--- src/rtl/fifo_sample_reader.sv ---
// Drains the sample FIFO at a programmable rate and hands each word downstream
// over valid/ready, counting sample slots that could not be served.
module fifo_sample_reader #(
  parameter int DATA_WIDTH = 16,
  parameter int DIV_WIDTH  = 16,
  parameter int CNT_WIDTH  = 8
) (
  input  logic                  clk,
  input  logic                  rst,
  input  logic                  en_i,
  input  logic [DIV_WIDTH-1:0]  div_i,
  input  logic                  empty_i,
  output logic                  rd_en_o,
  input  logic [DATA_WIDTH-1:0] fifo_data_i,
  output logic [DATA_WIDTH-1:0] data_o,
  output logic                  valid_o,
  input  logic                  ready_i,
  input  logic                  clr_i,
  output logic                  underrun_o,
  output logic [CNT_WIDTH-1:0]  miss_cnt_o
);

  localparam logic [1:0] ST_IDLE = 2'd0;
  localparam logic [1:0] ST_READ = 2'd1;
  localparam logic [1:0] ST_LOAD = 2'd2;
  localparam logic [1:0] ST_OUT  = 2'd3;

  localparam logic [DIV_WIDTH-1:0] DIV_ONE = DIV_WIDTH'(1);
  localparam logic [CNT_WIDTH-1:0] CNT_ONE = CNT_WIDTH'(1);

  logic [DIV_WIDTH-1:0]         cnt_q, cnt_d;
  logic [1:0]                   state_q, state_d;
  logic                         rd_en_q, rd_en_d;
  logic                         valid_q, valid_d;
  logic signed [DATA_WIDTH-1:0] data_q, data_d;
  logic                         underrun_q, underrun_d;
  logic [CNT_WIDTH-1:0]         miss_cnt_q, miss_cnt_d;
  logic                         tick;
  logic                         miss;

  // Miss counter sticks at all-ones instead of wrapping.
  function automatic logic [CNT_WIDTH-1:0] sat_inc(input logic [CNT_WIDTH-1:0] v);
    if (&v) return v;
    return v + CNT_ONE;
  endfunction

  always_comb begin
    tick = en_i && (cnt_q == div_i);

    cnt_d = cnt_q;
    if (!en_i || tick) cnt_d = '0;
    else               cnt_d = cnt_q + DIV_ONE;

    state_d = state_q;
    case (state_q)
      ST_IDLE: if (tick && !empty_i) state_d = ST_READ;
      ST_READ: state_d = ST_LOAD;
      ST_LOAD: state_d = ST_OUT;
      ST_OUT:  if (ready_i) state_d = ST_IDLE;
      default: state_d = ST_IDLE;
    endcase

    // A tick is lost if a transfer is still in flight or there is nothing to read.
    miss = tick && ((state_q != ST_IDLE) || empty_i);

    rd_en_d = (state_d == ST_READ);
    valid_d = (state_d == ST_OUT);

    data_d = data_q;
    if (state_q == ST_LOAD) data_d = fifo_data_i;

    underrun_d = underrun_q;
    miss_cnt_d = miss_cnt_q;
    if (clr_i) begin
      underrun_d = miss;
      miss_cnt_d = miss ? CNT_ONE : '0;
    end else if (miss) begin
      underrun_d = 1'b1;
      miss_cnt_d = sat_inc(miss_cnt_q);
    end
  end

  always_ff @(posedge clk or negedge rst) begin
    if (!rst) begin
      cnt_q      <= '0;
      state_q    <= ST_IDLE;
      rd_en_q    <= 1'b0;
      valid_q    <= 1'b0;
      data_q     <= '0;
      underrun_q <= 1'b0;
      miss_cnt_q <= '0;
    end else begin
      cnt_q      <= cnt_d;
      state_q    <= state_d;
      rd_en_q    <= rd_en_d;
      valid_q    <= valid_d;
      data_q     <= data_d;
      underrun_q <= underrun_d;
      miss_cnt_q <= miss_cnt_d;
    end
  end

  assign rd_en_o    = rd_en_q;
  assign valid_o    = valid_q;
  assign data_o     = data_q;
  assign underrun_o = underrun_q;
  assign miss_cnt_o = miss_cnt_q;

endmodule

--- config.mk ---
export PLATFORM = sky130hd
export DESIGN_NAME = fifo_sample_reader
export DESIGN_NICKNAME = d
export VERILOG_FILES = /design/src/rtl/fifo_sample_reader.sv
export SDC_FILE = /design/constraint.sdc
export NUM_CORES = 1
export LEC_CHECK = 0
export BUFFER_PORTS_ARGS = -buffer_cell sky130_fd_sc_hd__buf_2
export CAP_MARGIN = 20
export CORE_ASPECT_RATIO = 0.6
export CORE_MARGIN = 2
export CORE_UTILIZATION = 40
export DETAILED_ROUTE_END_ITERATION = 10
export PLACE_DENSITY_LB_ADDON = 0.12
export SLEW_MARGIN = 15
export SYNTH_ARGS = -nofsm -noshare
export SYNTH_HDL_FRONTEND = slang
export SYNTH_SLANG_ARGS = --single-unit
--- constraint.sdc ---
create_clock -name clk -period 2.81 [get_ports clk]
set_clock_uncertainty 0.15 [all_clocks]
set_input_delay 0.1405 -clock clk [delete_from_list [all_inputs] [get_ports clk]]
set_output_delay 0.1405 -clock clk [all_outputs]
set_load 0.01 [all_outputs]
[Word level (Yosys, flattened, before mapping)]
Index checks and enable logic that the tools add are counted.
Storage, ports and cells
  bits in registers: 45
  input port bits: 38
  output and inout bits: 27
  word-level logic and storage cells: 41
Operators by class
  add/subtract/negate cells: 2
  equality and inequality tests: 7
  mux-type cells: 13
  reductions and logical operators: 12
Operators by type and width (count)
  $mux W8: 3
  $add A16 B1 Y16 const B: 1
  $eq A16 B16 Y1: 1
  $mux W16: 1
  $add A8 B1 Y8 const B: 1
  $pmux W2 S4: 1
  $reduce_and A8 Y1: 1
  $eq A2 B2 Y1 const B: 3
  $mux W1: 6
  $eq A2 B1 Y1 const B: 2
  $mux W2: 2
  $reduce_bool A2 Y1: 2
  $logic_and A1 B1 Y1: 3
  $ne A3 B3 Y1 const B: 1
  $logic_not A1 Y1: 2
  $logic_not A2 Y1: 1
  $logic_or A1 B1 Y1: 2
  $reduce_and A2 Y1: 1

[Depth between registers and ports, before layout]
  word-level depth: 8
  depth in mapped cells: 7
  depth with buffers taken out: 6

[Worst setup path before layout]
Ideal clock, no wire load.
  kind: register -> register
  from: reg cnt_q[5]
  to: reg miss_cnt_q[3] (netlist: miss_cnt_o[3])
  library setup time: 140 ps
  arrival: 1625 ps
  data required time: 2520 ps
  path slack: 895 ps
  cell stages (with the launch flop): 7
  path buffers: 1
  clock period less this slack: 1915 ps
  cell sequence: dfrtp_1 > xor2_1 > nor4_2 > nand4_2 > buf_2 > o311ai_0 > o41ai_1
Between the ends
  word-level cells in the longest chain between the ends: 5
Ends and longest elaborated chain
  start, declared: RTL line 31  | logic [DIV_WIDTH-1:0] cnt_q, cnt_d;
  start signal, assigned: RTL line 93  | cnt_q <= cnt_d;
  $eq A16 B16 Y1: RTL line 48  | tick = en_i && (cnt_q == div_i);
  $logic_and A1 B1 Y1: RTL line 48
  $logic_and A1 B1 Y1: RTL line 64  | miss = tick && ((state_q != ST_IDLE) || empty_i);
  $reduce_bool A2 Y1 (no line)
  $reduce_and A2 Y1 (no line)
  end signal, assigned: RTL line 99  | miss_cnt_q <= miss_cnt_d;
  end, declared: RTL line 37  | logic [CNT_WIDTH-1:0] miss_cnt_q, miss_cnt_d;
No other way between the ends.
A chain may end at the register's enable or synchronous reset.

[Worst setup path in the final report]
  from: reg cnt_q[10]
  to: reg miss_cnt_q[2] (netlist: miss_cnt_o[2])
The elaborated chain is that of the path after synthesis.

==> results.sh <==
export IMPL_ff_latch_area_mm2=0.001126
export IMPL_ys_ff_latch=45
export IMPL_antenna_found_initial=0
export IMPL_worst_endpoint_arrival_ns=2.42
export IMPL_cts_buffers=5
export IMPL_async_set_reset_flop_share_out_of_synthesis_pct=100.0
export IMPL_rrSetupSlack_ns=0.47
export IMPL_synth_largest_type_area_fraction_pct=51.34
export IMPL_finalWeightedCongestion=0.8652
export IMPL_tritoncts="built"
export IMPL_grt_ovfl_total=0
export IMPL_clockBufferDepth=2
export IMPL_clock_tree_htree_level_count=2
export IMPL_coreArea_mm2=0.005180
export IMPL_biggest_fanout_along_the_worst_timing_path=16
export IMPL_io_buf_count=64
export IMPL_firstDrtPassIters=4
export IMPL_yosys_cell_types_count=32
export IMPL_synthMostInstantiatedCell="sky130_fd_sc_hd__dfrtp_1"
export IMPL_fmaxAchievable_ghz=0.4269
export IMPL_worstRegToRegCells=5
export IMPL_post_synth_most_frequent_cells="sky130_fd_sc_hd__dfrtp_1, sky130_fd_sc_hd__xor2_1, sky130_fd_sc_hd__nor2_1"
export IMPL_clockRootBuffer="sky130_fd_sc_hd__clkbuf_8"
export IMPL_tritoncts_num_sinks=45
export IMPL_outcome="completed"
export IMPL_critical_path_reg2reg_startpoint="cnt_q[10]$_DFF_PN0_"
export IMPL_num_fill_cells=469
export IMPL_vias_per_cell=4.892
export IMPL_setup_worst_path_start="cnt_q[10]$_DFF_PN0_"
export IMPL_layout_cell_share_with_drive_strength_beyond_1_pct=34.15
export IMPL_endpoint_of_the_worst_slack_reg_to_reg_timing_path="miss_cnt_o[2]$_DFFE_PN0P_"
export IMPL_finalMaxSlewViolations=0
export IMPL_setup_tns_final_ns=0
export IMPL_drv_max_cap_violation_count=0
export IMPL_dp_final_hpwl_um=3302
export IMPL_gate_count_of_the_mapped_netlist=197
export IMPL_antenna_cells_inserted=0
export IMPL_routedWlPerCell_um=13.64
export IMPL_ys_warn_count=0
export IMPL_critical_path_required_ns=2.88
export IMPL_finalCriticalPeriod_ns=2.342
export IMPL_synth_seq_area_share_pct=51.34
export IMPL_worst_setup_path_endpoint="miss_cnt_o[2]$_DFFE_PN0P_"
export IMPL_post_route_period_util_pct=83.36
export IMPL_globalRouteMet1Util_pct=24.84
export IMPL_cp_start_kind="flop"
export IMPL_synth_area_top_cells="sky130_fd_sc_hd__dfrtp_1, sky130_fd_sc_hd__mux2_2, sky130_fd_sc_hd__xor2_1, sky130_fd_sc_hd__nor2_1, sky130_fd_sc_hd__xnor2_1"
export IMPL_final_hold_viol_count=0
export IMPL_relSlewSlack_pct=65.45
export IMPL_power_density_of_the_placed_cells_mw_per_mm2=644.4
export IMPL_groute_usage_overall_pct=17.22
export IMPL_global_route_usage_met2_pct=25.19
export IMPL_grt_busiest_layer="met2"
export IMPL_grt_setup_unrepaired="no"
export IMPL_wire_length_of_the_first_global_routing_pass_um=8038
export IMPL_detailroute_via_count=1727
export IMPL_syn_area_mm2=0.002193
export IMPL_min_path_type="in -> async"
export IMPL_clk_pin_slew_worst_paths_ns=0.09
export IMPL_dominant_register_cell_in_the_synthesized_netlist="sky130_fd_sc_hd__dfrtp_1"
export IMPL_synth_nets=237
export IMPL_placementRows=20
export IMPL_peak_supply_drop_uv=506.5
export IMPL_global_route_usage_met3_pct=5.335
export IMPL_fp_dieH_um=61.36
export IMPL_start_util_pct=42.34
export IMPL_multi_input_area_mm2=0.001018
export IMPL_synth_edf_count=0
export IMPL_netlist_top_cell_by_area="sky130_fd_sc_hd__dfrtp_1"
export IMPL_largest_net_degree_at_the_start_of_global_routing=46
export IMPL_report_final_setup_viol=0
export IMPL_num_nets_final=326
export IMPL_detailedRoute_firstIterationViolations=84
export IMPL_route_final_wire_length_um=4816
export IMPL_worst_slew_pin_slew_ns=0.5171
export IMPL_antenna_violating_nets_left=0
export IMPL_power_static_leakage_uw=0.001390
export IMPL_critical_path_class="reg -> reg"
export IMPL_syn_avg_cell_area_um2=11.13
export IMPL_worst_skew_pair_late_latency_ns=0.29
export IMPL_finalInstanceArea_mm2=0.002912
export IMPL_syn_to_final_growth_pct=32.74
export IMPL_drcViolationCount=0
export IMPL_io_pin_count=65
export IMPL_setup_worst_path_end_class="flop"
export IMPL_first_global_vias=1674
export IMPL_placement_cell_area_mm2=0.002581
export IMPL_die_width_um=99.60
export IMPL_die_area_mm2=0.006111
==> flip-flops by register name, summed over array words and instances, names as in the netlist <==
signal	cells
cnt_q	16
data_o	16
miss_cnt_o	8
state_q	2
rd_en_o	1
underrun_o	1
valid_o	1
==> through the flow <==
step	power (uW)	setup slack, ns	utilization [%]	instances	hold slack [ns]
after floorplan	1212	0.8951	-	197	-0.3051
after global placement	1426	0.5412	49.83	323	0.2195
after detailed placement	1431	0.5261	49.83	323	0.2200
after CTS	1895	0.4802	55.82	352	0.3616
after global routing	1998	0.3322	56.21	353	0.1232
final	1876	0.4677	56.21	353	0.1124
==> placed cells by master, fill, tap and decap left out, drive strengths merged, types with 3 or more instances in the layout <==
cell type	count
nor2b	3
xnor2	8
dfrtp	45
and2	5
nand2	14
dlygate4sd3	21
a21oi	3
inv	8
and4	3
and3	5
mux2	18
o31ai	4
nor3	4
buf	66
nand3	7
xor2	22
nand4	4
nor4	4
clkbuf	6
nor2	19
==> worst max-delay path, stage by stage (launching register included) <==
cell                      delay (ns)
sky130_fd_sc_hd__dfrtp_1        0.44
sky130_fd_sc_hd__xor2_1         0.17
sky130_fd_sc_hd__nor4_2         0.38
sky130_fd_sc_hd__nand4_2        0.37
sky130_fd_sc_hd__or4_1          0.58
sky130_fd_sc_hd__a21oi_1        0.17
==> power by group <==
group	switching (uW)	internal [uW]
clock network	229	204
logic	259	304
registers	86.8	793
==> worst min path at each step <==
stage / start / end / slack [ns]
floorplan: rst / cnt_q[0]$_DFF_PN0_ / -0.31
global placement: rst / data_o[4]$_DFFE_PN0P_ / 0.22
detailed placement: rst / data_o[1]$_DFFE_PN0P_ / 0.22
CTS: data_o[0]$_DFFE_PN0P_ / data_o[0]$_DFFE_PN0P_ / 0.36
global route: rst / data_o[5]$_DFFE_PN0P_ / 0.12
finish: rst / data_o[5]$_DFFE_PN0P_ / 0.11
==> repair_timing <==
action	CTS	global route
gates resized for setup	0	0
setup buffers	0	0
hold endpoints to repair	67	0
hold buffers	21	0
==> kinds of logic after synthesis <==
family                   count (synthesis)  synth area share (%)
multiplexers                            18                 9.241
buffers and inverters                   12                 2.225
XOR/XNOR                                30                 11.98
adder cells (fa/ha/maj)                  2                 1.141
AND/OR/NAND/NOR                         74                 18.77
flip-flops                              45                 51.34
AO/OA/AOI/OAI                           16                 5.306
==> per-layer routing <==
metal  wire, um  part of all wire, %
met5          0                    0
met4         38                 0.79
met3        260                  5.4
met2       1962                   41
met1       2554                   53
==> layout make-up <==
type,instances,share of cell area (%)
Sequential cell,45,38.68
Multi-Input combinational cell,140,34.98
Timing Repair Buffer,87,19.17
Clock buffer,6,2.836
Tap cell,66,2.836
Inverter,7,0.9025
Clock inverter,2,0.6016
Note: power is estimated with default switching activity, not from simulation.
